<file path="config.mk">
export PLATFORM = sky130hd
export DESIGN_NAME = clk_gate_ctrl
export DESIGN_NICKNAME = d
export VERILOG_FILES = /design/src/rtl/clk_gate_pkg.sv /design/src/rtl/clk_gate_idle_timer.sv /design/src/rtl/clk_gate_ctrl.sv
export SDC_FILE = /design/constraint.sdc
export NUM_CORES = 1
export LEC_CHECK = 0
export CAP_MARGIN = 20
export CORE_MARGIN = 2
export CORE_UTILIZATION = 30
export CTS_BUF_LIST = sky130_fd_sc_hd__clkbuf_8
export DETAILED_ROUTE_END_ITERATION = 8
export GPL_TIMING_DRIVEN = 1
export HOLD_SLACK_MARGIN = 0.05
export SLEW_MARGIN = 5
export SYNTH_ARGS = -nofsm -noshare
export SYNTH_HDL_FRONTEND = slang
export SYNTH_SLANG_ARGS = --single-unit
</file>
<file path="constraint.sdc">
create_clock -name clk_sys -period 2.35 [get_ports clk_sys]
set_input_delay 0.235 -clock clk_sys [delete_from_list [all_inputs] [get_ports clk_sys]]
set_output_delay 0.235 -clock clk_sys [all_outputs]
set_load 0.02 [all_outputs]
</file>
<file path="src/rtl/clk_gate_pkg.sv">
`default_nettype none
// ============================================================================
// Module   : clk_gate_pkg
// Purpose  : Shared types and constants for the clock-gate controller.
// Revision : 1.0 - initial release
// ============================================================================
package clk_gate_pkg;

    // Width of the saturating gate-off event counter
    localparam int GATE_CNT_W = 16;

    // Controller states; the encoding is visible on the gate_state port
    typedef enum logic [1:0] {
        ST_ON   = 2'd0,
        ST_IDLE = 2'd1,
        ST_OFF  = 2'd2,
        ST_WAKE = 2'd3
    } gate_state_e;

endpackage
`default_nettype wire

</file>
<file path="src/rtl/clk_gate_idle_timer.sv">
`default_nettype none
// ============================================================================
// Module   : clk_gate_idle_timer
// Purpose  : Loadable down counter with a zero flag. Load wins over
//            decrement; decrement stops at zero.
// Revision : 1.0 - initial release
// ============================================================================
module clk_gate_idle_timer #(
    parameter int W = 8
) (
    input  logic         clk_sys,
    input  logic         rstn,
    input  logic         load_i,
    input  logic [W-1:0] load_val_i,
    input  logic         dec_i,
    output logic         zero_o
);

    logic [W-1:0] cnt_q;
    logic [W-1:0] cnt_d;

    // Next count: load has priority, otherwise decrement toward zero
    always_comb begin
        cnt_d = cnt_q;
        if (load_i) begin
            cnt_d = load_val_i;
        end else if (dec_i && (cnt_q != '0)) begin
            cnt_d = cnt_q - W'(1);
        end
    end

    // Counter register, cleared asynchronously
    always_ff @(posedge clk_sys or negedge rstn) begin
        if (!rstn) begin
            cnt_q <= '0;
        end else begin
            cnt_q <= cnt_d;
        end
    end

    assign zero_o = (cnt_q == '0);

endmodule
`default_nettype wire

</file>
<file path="src/rtl/clk_gate_ctrl.sv">
`default_nettype none
// ============================================================================
// Module   : clk_gate_ctrl
// Purpose  : Always-on ICG enable controller. Arbitrates clock demand from
//            NUM_REQ requesters, gates off after an idle hysteresis, and
//            re-enables with a fixed settle delay before acknowledging.
// Revision : 1.0 - initial release
// ============================================================================
module clk_gate_ctrl
    import clk_gate_pkg::*;
#(
    parameter int NUM_REQ    = 4,
    parameter int IDLE_CNT_W = 8,
    parameter int WAKE_DLY   = 2
) (
    input  logic                  clk_sys,
    input  logic                  rstn,
    input  logic                  scan_en,
    input  logic                  cfg_gate_en,
    input  logic                  cfg_force_on,
    input  logic [IDLE_CNT_W-1:0] cfg_idle_thr,
    input  logic [NUM_REQ-1:0]    req,
    input  logic [NUM_REQ-1:0]    busy,
    output logic [NUM_REQ-1:0]    ack,
    output logic                  icg_enable,
    output gate_state_e           gate_state,
    output logic [GATE_CNT_W-1:0] gate_off_cnt
);

    // Wake timer counts WAKE_DLY-1 down to 0, giving WAKE_DLY cycles in WAKE
    localparam int                WAKE_W    = $clog2(WAKE_DLY + 1);
    localparam logic [WAKE_W-1:0] WAKE_LOAD = WAKE_W'(WAKE_DLY - 1);

    gate_state_e           state_q;
    gate_state_e           state_d;
    logic                  icg_en_q;
    logic                  icg_en_d;
    logic [NUM_REQ-1:0]    ack_q;
    logic [NUM_REQ-1:0]    ack_d;
    logic [GATE_CNT_W-1:0] gate_off_cnt_q;
    logic [GATE_CNT_W-1:0] gate_off_cnt_d;

    logic keep_on;
    logic demand;
    logic idle_load;
    logic idle_dec;
    logic idle_zero;
    logic wake_load;
    logic wake_dec;
    logic wake_zero;
    logic gate_off_evt;

    assign keep_on = cfg_force_on | scan_en | ~cfg_gate_en;
    assign demand  = (|req) | (|busy);

    clk_gate_idle_timer #(
        .W (IDLE_CNT_W)
    ) u_idle_timer (
        .clk_sys    (clk_sys),
        .rstn       (rstn),
        .load_i     (idle_load),
        .load_val_i (cfg_idle_thr),
        .dec_i      (idle_dec),
        .zero_o     (idle_zero)
    );

    clk_gate_idle_timer #(
        .W (WAKE_W)
    ) u_wake_timer (
        .clk_sys    (clk_sys),
        .rstn       (rstn),
        .load_i     (wake_load),
        .load_val_i (WAKE_LOAD),
        .dec_i      (wake_dec),
        .zero_o     (wake_zero)
    );

    // Next-state and timer control; a wake-up request in IDLE beats expiry
    always_comb begin
        state_d      = state_q;
        idle_load    = 1'b0;
        idle_dec     = 1'b0;
        wake_load    = 1'b0;
        wake_dec     = 1'b0;
        gate_off_evt = 1'b0;
        case (state_q)
            ST_ON: begin
                if (!keep_on && !demand) begin
                    state_d   = ST_IDLE;
                    idle_load = 1'b1;
                end
            end
            ST_IDLE: begin
                idle_dec = 1'b1;
                if (keep_on || demand) begin
                    state_d = ST_ON;
                end else if (idle_zero) begin
                    state_d      = ST_OFF;
                    gate_off_evt = 1'b1;
                end
            end
            ST_OFF: begin
                if (keep_on || demand) begin
                    state_d   = ST_WAKE;
                    wake_load = 1'b1;
                end
            end
            ST_WAKE: begin
                // Inputs are deliberately ignored until the clock has settled
                wake_dec = 1'b1;
                if (wake_zero) begin
                    state_d = ST_ON;
                end
            end
            default: begin
                state_d = ST_ON;
            end
        endcase
    end

    // Registered outputs: enable follows next state, ack only from a settled ON
    always_comb begin
        icg_en_d       = (state_d != ST_OFF);
        ack_d          = req & {NUM_REQ{state_q == ST_ON}};
        gate_off_cnt_d = gate_off_cnt_q;
        if (gate_off_evt && (gate_off_cnt_q != {GATE_CNT_W{1'b1}})) begin
            gate_off_cnt_d = gate_off_cnt_q + GATE_CNT_W'(1);
        end
    end

    // State and output registers; reset returns to clock-on immediately
    always_ff @(posedge clk_sys or negedge rstn) begin
        if (!rstn) begin
            state_q        <= ST_ON;
            icg_en_q       <= 1'b1;
            ack_q          <= '0;
            gate_off_cnt_q <= '0;
        end else begin
            state_q        <= state_d;
            icg_en_q       <= icg_en_d;
            ack_q          <= ack_d;
            gate_off_cnt_q <= gate_off_cnt_d;
        end
    end

    assign ack          = ack_q;
    assign icg_enable   = icg_en_q;
    assign gate_state   = state_q;
    assign gate_off_cnt = gate_off_cnt_q;

endmodule
`default_nettype wire

</file>
==> impl_metrics.env, run 1 <==
export IMPL_pre_cts_ws_ns=0.166
export IMPL_yosysWarnings=0
export IMPL_muxShareOfSynthArea=0.0250
export IMPL_ant_nets=0
export IMPL_cp_slowest_stage_delay_ns=0.64
export IMPL_synth_top_family_by_area="simple AND/OR/NAND/NOR gates"
export IMPL_antenna_found_initial=0
export IMPL_fp_dieH_um=79.3
export IMPL_slew_headroom=0.630
export IMPL_drtIter0Drc=47
export IMPL_p_leak_nw=0.984
export IMPL_synth_fp_nets=191
export IMPL_dominantRegCellSynth="dfrtp_1"
export IMPL_die_area_mm2=0.00629
export IMPL_syn_mean_instance_area_um2=10.2
export IMPL_synth_top_area_frac=0.471
export IMPL_gr_total_overflow=0
export IMPL_area_delta_synth_final_pct=40.9
export IMPL_power_density_mw_per_mm2=470
export IMPL_port_buffers=43
export IMPL_synth_edf_count=0
export IMPL_reg2reg_depth=6
export IMPL_fin_ws_ns=0.195
export IMPL_setup_viol=0
export IMPL_startpoint_type="register"
export IMPL_wl_per_cell_um=12.4
export IMPL_startpoint="u_idle_timer.cnt_q[0]"
export IMPL_grt_max_degree=34
export IMPL_synth_commonest_cells="32 x dfrtp_1, 13 x xnor2_1, 12 x nor2_1"
export IMPL_totalWireLength_um=3680
export IMPL_ir_worst_vdd_mv=0.240
export IMPL_drive_above_1_share=0.129
export IMPL_finalWeightedCongestion=0.778
export IMPL_clkSlewWorstSetupHoldPaths_ns=0.07
export IMPL_yosys_area_share_xor_xnor=0.0876
export IMPL_synth_compound_area_frac=0.0905
export IMPL_yosysSeqAreaShare=0.486
export IMPL_numCtsBuffers=5
export IMPL_post_synth_top_count_cell="dfrtp_1"
export IMPL_critical_path_class="register to register"
export IMPL_drv_slew=0
export IMPL_rsz0062_at_grt="false"
export IMPL_ioPinCount=44
export IMPL_cts_sinks=33
export IMPL_crit_required_ns=2.51
export IMPL_post_drt_via_cell_ratio=4.85
export IMPL_initial_core_util=0.309
export IMPL_clock_path_buffers=2
export IMPL_rows=27
export IMPL_arrival_ns=2.31
export IMPL_synth_seq_cells=33
export IMPL_synth_top_area_cell="dfrtp_1"
export IMPL_cap_violations=0
export IMPL_grt_pass1_vias=1367
export IMPL_via_count=1440
export IMPL_postCtsSetupBuffers=0
export IMPL_htree_num_levels=2
export IMPL_slowest_stage="or4b_2"
export IMPL_finalClockSkew_ns=0.00678
export IMPL_grt_use_total=0.129
export IMPL_hold_path_class="input pin to asynchronous set/reset pin"
export IMPL_finalHoldViolCount=0
export IMPL_synth_cells=166
export IMPL_synth_top_cells_by_area="dfrtp_1 47%, xnor2_1 6.7%, nand3_1 3.2%"
export IMPL_tightest_slew_ns=0.550
export IMPL_die_width_um=79.3
export IMPL_path_depth=6
export IMPL_finalWorstPathRequiredPeriod_ns=2.15
export IMPL_yosysUniqueCellTypes=40
export IMPL_setup_tns_ns=0
export IMPL_place_inst=289
export IMPL_synth_area_mm2=0.00170
export IMPL_finalNonFillerCells=297
export IMPL_cts_root_buf="clkbuf_8"
export IMPL_drc_errors=0
export IMPL_core_area_mm2=0.00551
export IMPL_critPathCaptureType="register"
export IMPL_drt_pre_antenna_iters=4
export IMPL_diodes=0
export IMPL_r2r_start="u_idle_timer.cnt_q[0]"
export IMPL_clk_latency_ns=0.28
export IMPL_min_period_over_period=0.917
export IMPL_async_flop_share=1.00
export IMPL_fmax_mhz=464
export IMPL_nets=249
export IMPL_cp_max_fo=8
export IMPL_crit_buf_inv=1
export IMPL_grt_pass1_wl_um=6410
export IMPL_worstPathCellList="inv_1 > ha_1 > or4b_2 > o21ai_4 > o21ai_0 > a221o_2"
export IMPL_crit_family="compound AO/OA/AOI/OAI gates"
export IMPL_yosys_area_share_simple=0.260
export IMPL_status="finished clean"
export IMPL_cts_tree="yes"
export IMPL_synth_fa_ha_area_frac=0.0294
export IMPL_post_dp_hpwl_um=2820
## per-stage QoR
step | total power, W | instance area, um2 | hold slack [ns] | utilization
floorplan | 0.000614 | 1700 | -0.0606 | -
global placement | 0.000674 | 2290 | 0.482 | 0.415
detailed placement | 0.000676 | 2290 | 0.491 | 0.415
CTS | 0.00115 | 2390 | 0.376 | 0.434
global route | 0.00118 | 2400 | 0.398 | 0.435
finish | 0.00113 | 2400 | 0.363 | 0.435
## logic make-up (layout without fill, tap and decap cells)
kind of cell / count (synthesis) / count (layout)
AND/OR/NAND/NOR: 77 / 77
flip-flops: 33 / 33
AO/OA/AOI/OAI: 22 / 22
XOR/XNOR: 17 / 17
buffers and inverters: 9 / 68
adder cells (fa/ha/maj): 4 / 4
multiplexers: 4 / 4
## worst reg2reg max path, cell delays in order (launching register included)
cell and delay [ns]:
dfrtp_1 0.42, inv_1 0.11, ha_1 0.17, or4b_2 0.64, o21ai_4 0.25, o21ai_0 0.12, a221o_2 0.33
## power breakdown
group | switching (W) | total (W) | internal (W) | leakage (nW)
clock | 0.000197 | 0.000462 | 0.000265 | 0.0542
sequential | 0.00000959 | 0.000587 | 0.000578 | 0.409
combinational | 0.0000309 | 0.0000762 | 0.0000453 | 0.521
total | 0.000238 | 0.00113 | 0.000888 | 0.984
## final cells by class
type                       instances  area [um2]
timing repair buffer              53         505
multi-input combinational        124         846
tap                               72        90.1
clock buffer                       7        96.3
fill                             549        3110
sequential                        33         827
inverter                           7        26.3
clock inverter                     1        5.00
## final timing paths
check                                        end  slack [ns]
max                        u_idle_timer.cnt_q[2]        0.20
min                              gate_off_cnt[7]        0.36
max reg2reg                u_idle_timer.cnt_q[2]        0.20
min reg2reg                     gate_off_cnt[15]        0.50
max in group asynchronous             icg_enable        1.65
min in group clk_sys            gate_off_cnt[15]        0.50
## registers in the layout, indices dropped and copies added (netlist names)
register,cells
gate_off_cnt,16
u_idle_timer.cnt_q,8
ack,4
gate_state,2
u_wake_timer.cnt_q,2
icg_enable,1
## per-layer routing
metal  GRT usage  wire [um]
met1       0.170       1720
met2       0.205       1720
met3      0.0375        194
met4      0.0362         46
met5           0          0
## layout by cell type (no fill, tap or decap), types with 5 or more instances in the layout
cell / count
clkbuf_8: 7
nor3_1: 7
nor2_1: 12
clkdlybuf4s50_1: 43
a21oi_1: 6
nand3_1: 11
inv_1: 7
o21ai_0: 5
xnor2_1: 13
buf_4: 10
dfrtp_1: 32
nand4_1: 7
nand2_1: 11
## repair_timing
action                     4_1_cts  5_1_grt
setup endpoints to repair        0        1
resized for setup                0        1
hold buffers                     0        0
Note: power is estimated with default switching activity, not from simulation.
==> run 2, diff against run 1 <==
--- a/config.mk
+++ b/config.mk
@@ -5,6 +5,7 @@
 export SDC_FILE = /design/constraint.sdc
 export NUM_CORES = 1
 export LEC_CHECK = 0
+export ABC_AREA = 1
 export CAP_MARGIN = 20
 export CORE_MARGIN = 2
 export CORE_UTILIZATION = 30
==> run 2 against run 1 <==
Routed wire length grew 42%. Sequential power grew 7.3%. Sequential share of layout area shrank 4.4 points.
==> impl_metrics.env, run 2 <==
export IMPL_dominantRegCellSynth="dfrtp_1"
export IMPL_finalHoldViolCount=0
export IMPL_synth_area_mm2=0.00213
export IMPL_die_width_um=88.2
export IMPL_grt_pass1_vias=1860
export IMPL_drtIter0Drc=106
export IMPL_async_flop_share=1.00
export IMPL_drive_above_1_share=0.0732
export IMPL_drv_slew=0
export IMPL_crit_required_ns=2.53
export IMPL_wl_per_cell_um=11.6
export IMPL_post_dp_hpwl_um=3920
export IMPL_nFillCells=742
export IMPL_finalClockSkew_ns=0.00770
export IMPL_yosysUniqueCellTypes=32
export IMPL_fin_ws_ns=0.579
export IMPL_port_buffers=43
export IMPL_status="finished clean"
export IMPL_numCtsBuffers=5
export IMPL_diodes=0
export IMPL_ctsHoldBuffers=0
export IMPL_post_drt_via_cell_ratio=4.48
export IMPL_clkSlewWorstSetupHoldPaths_ns=0.07
export IMPL_synth_top_area_frac=0.376
export IMPL_fp_dieH_um=88.2
export IMPL_slew_headroom=0.675
export IMPL_cp_slowest_stage_delay_ns=0.44
export IMPL_synth_compound_area_frac=0.0300
export IMPL_cts_sinks=33
export IMPL_setup_tns_ns=0
export IMPL_tightest_slew_ns=0.485
export IMPL_cts_root_buf="clkbuf_8"
export IMPL_fmax_mhz=565
export IMPL_ant_nets=0
export IMPL_htree_num_levels=2
export IMPL_nets=379
export IMPL_core_area_mm2=0.00683
export IMPL_final_cell_mix="107 x nand2_1, 43 x clkdlybuf4s50_1, 41 x nor2_1"
export IMPL_synth_seq_cells=33
export IMPL_hold_path_class="input pin to asynchronous set/reset pin"
export IMPL_muxShareOfSynthArea=0
export IMPL_yosysSeqAreaShare=0.389
export IMPL_stdcell_area_mm2=0.00275
export IMPL_synth_fa_ha_area_frac=0.0235
export IMPL_reg2reg_depth=9
export IMPL_synth_edf_count=0
export IMPL_synth_cells=306
export IMPL_gr_total_overflow=0
export IMPL_slowest_stage="dfrtp_1"
export IMPL_totalWireLength_um=5210
export IMPL_area_delta_synth_final_pct=29.2
export IMPL_min_period_over_period=0.754
export IMPL_worstReg2RegEnd="gate_off_cnt[3]"
export IMPL_die_area_mm2=0.00778
export IMPL_synth_top_cells_by_area="dfrtp_1 38%, nand2_1 19%, nand3_1 8.7%"
export IMPL_pre_cts_ws_ns=0.538
export IMPL_power_density_mw_per_mm2=452
export IMPL_rsz0062_at_grt="false"
export IMPL_worstPathCellList="ha_1 > nand3_1 > inv_1 > nand2_1 > clkinv_2 > nand2_4 > nand3_4 > nand2_1 > nand2_1"
export IMPL_yosys_area_share_simple=0.446
export IMPL_seq_area_um2=827
export IMPL_crit_top_cell="nand2_1"
export IMPL_clk_latency_ns=0.30
export IMPL_ir_worst_vdd_mv=0.154
export IMPL_antenna_found_initial=0
export IMPL_whs_ns=0.347
export IMPL_yosysWarnings=0
export IMPL_synth_top_family_by_area="simple AND/OR/NAND/NOR gates"
export IMPL_setup_viol=0
export IMPL_grt_pass1_wl_um=8610
export IMPL_drt_pre_antenna_iters=4
export IMPL_multi_input_area_mm2=0.00114
export IMPL_finalWeightedCongestion=0.855
export IMPL_yosys_area_share_xor_xnor=0.0370
export IMPL_grt_max_degree=34
export IMPL_rows=30
export IMPL_r2r_start="gate_off_cnt[0]"
export IMPL_cts_resized=0
export IMPL_via_count=2022
export IMPL_post_synth_top_count_cell="nand2_1"
export IMPL_drc_errors=0
export IMPL_clock_path_buffers=2
export IMPL_cp_max_fo=15
export IMPL_r2r_setup_slack_ns=0.58
export IMPL_arrival_ns=1.95
export IMPL_critical_path_class="register to register"
export IMPL_cts_tree="yes"
export IMPL_initial_core_util=0.312
export IMPL_p_leak_nw=1.28
export IMPL_synth_commonest_cells="107 x nand2_1, 41 x nor2_1, 37 x nand3_1"
export IMPL_ioPinCount=44
export IMPL_finalWorstPathRequiredPeriod_ns=1.77
export IMPL_critPathCaptureType="register"
export IMPL_cap_violations=0
export IMPL_synth_fp_nets=331
export IMPL_final_common_cell="nand2_1"
export IMPL_postCtsSetupBuffers=0
export IMPL_synth_top_area_cell="dfrtp_1"
export IMPL_largest_reg_flops=16
export IMPL_placed_cell_area_mm2=0.00266
export IMPL_syn_mean_instance_area_um2=6.96
export IMPL_grt_use_total=0.144
export IMPL_startpoint_type="register"
==> run 2: how the worst max path moves through the flow <==
stage	from	endpoint	depth (start not counted)	slack [ns]
after floorplan	gate_off_cnt[0]	gate_off_cnt[3]	10	0.67
after global placement	cfg_gate_en	gate_off_cnt[0]	7	0.55
after detailed placement	scan_en	gate_off_cnt[3]	7	0.54
after CTS	gate_off_cnt[0]	gate_off_cnt[10]	9	0.56
after global routing	gate_off_cnt[0]	gate_off_cnt[2]	9	0.39
final	gate_off_cnt[0]	gate_off_cnt[3]	9	0.58
==> run 2: where the power goes <==
group	switching [W]	internal, W	leakage [nW]
Combinational	0.0000801	0.0000759	0.808
Sequential	0.0000307	0.000600	0.419
Clock	0.000226	0.000231	0.0538
Total	0.000337	0.000906	1.28
==> run 2: metrics by stage <==
stage	total power (W)	util	std cells
floorplan	0.000721	-	306
global placement	0.000796	0.389	443
detailed placement	0.000799	0.389	443
CTS	0.00126	0.402	451
global route	0.00131	0.402	451
finish	0.00124	0.402	451
==> run 2: layout make-up <==
| class | instances | share of cell area |
|---|---|---|
| inverters | 35 | 0.0482 |
| well taps | 96 | 0.0437 |
| clock inverters | 2 | 0.00273 |
| multi-input cells | 235 | 0.415 |
| clock buffers | 6 | 0.0300 |
| repair buffers | 44 | 0.159 |
| flip-flops and latches | 33 | 0.301 |
==> run 2: logic make-up after synthesis <==
group,count (synthesis)
and+or+nand+nor,211
buffers and inverters,38
DFF,33
AOI/OAI and AO/OA,11
xor gates and xnor gates,9
adders and majority gates,4
==> run 2: per-layer routing <==
layer | up-vias | track usage | part of all wire
li1 | 1062 | - | -
met1 | 916 | 0.193 | 0.50
met2 | 38 | 0.221 | 0.44
met3 | 6 | 0.0382 | 0.042
met4 | 0 | 0.0579 | 0.017
met5 | - | 0 | 0
==> run 2: critical path, delay by kind of cell, from the launching register on <==
kind	cells	cell delay (ns)
buf+inv	2	0.14
flops	1	0.44
simple gates	6	0.78
fa+ha+maj	1	0.28
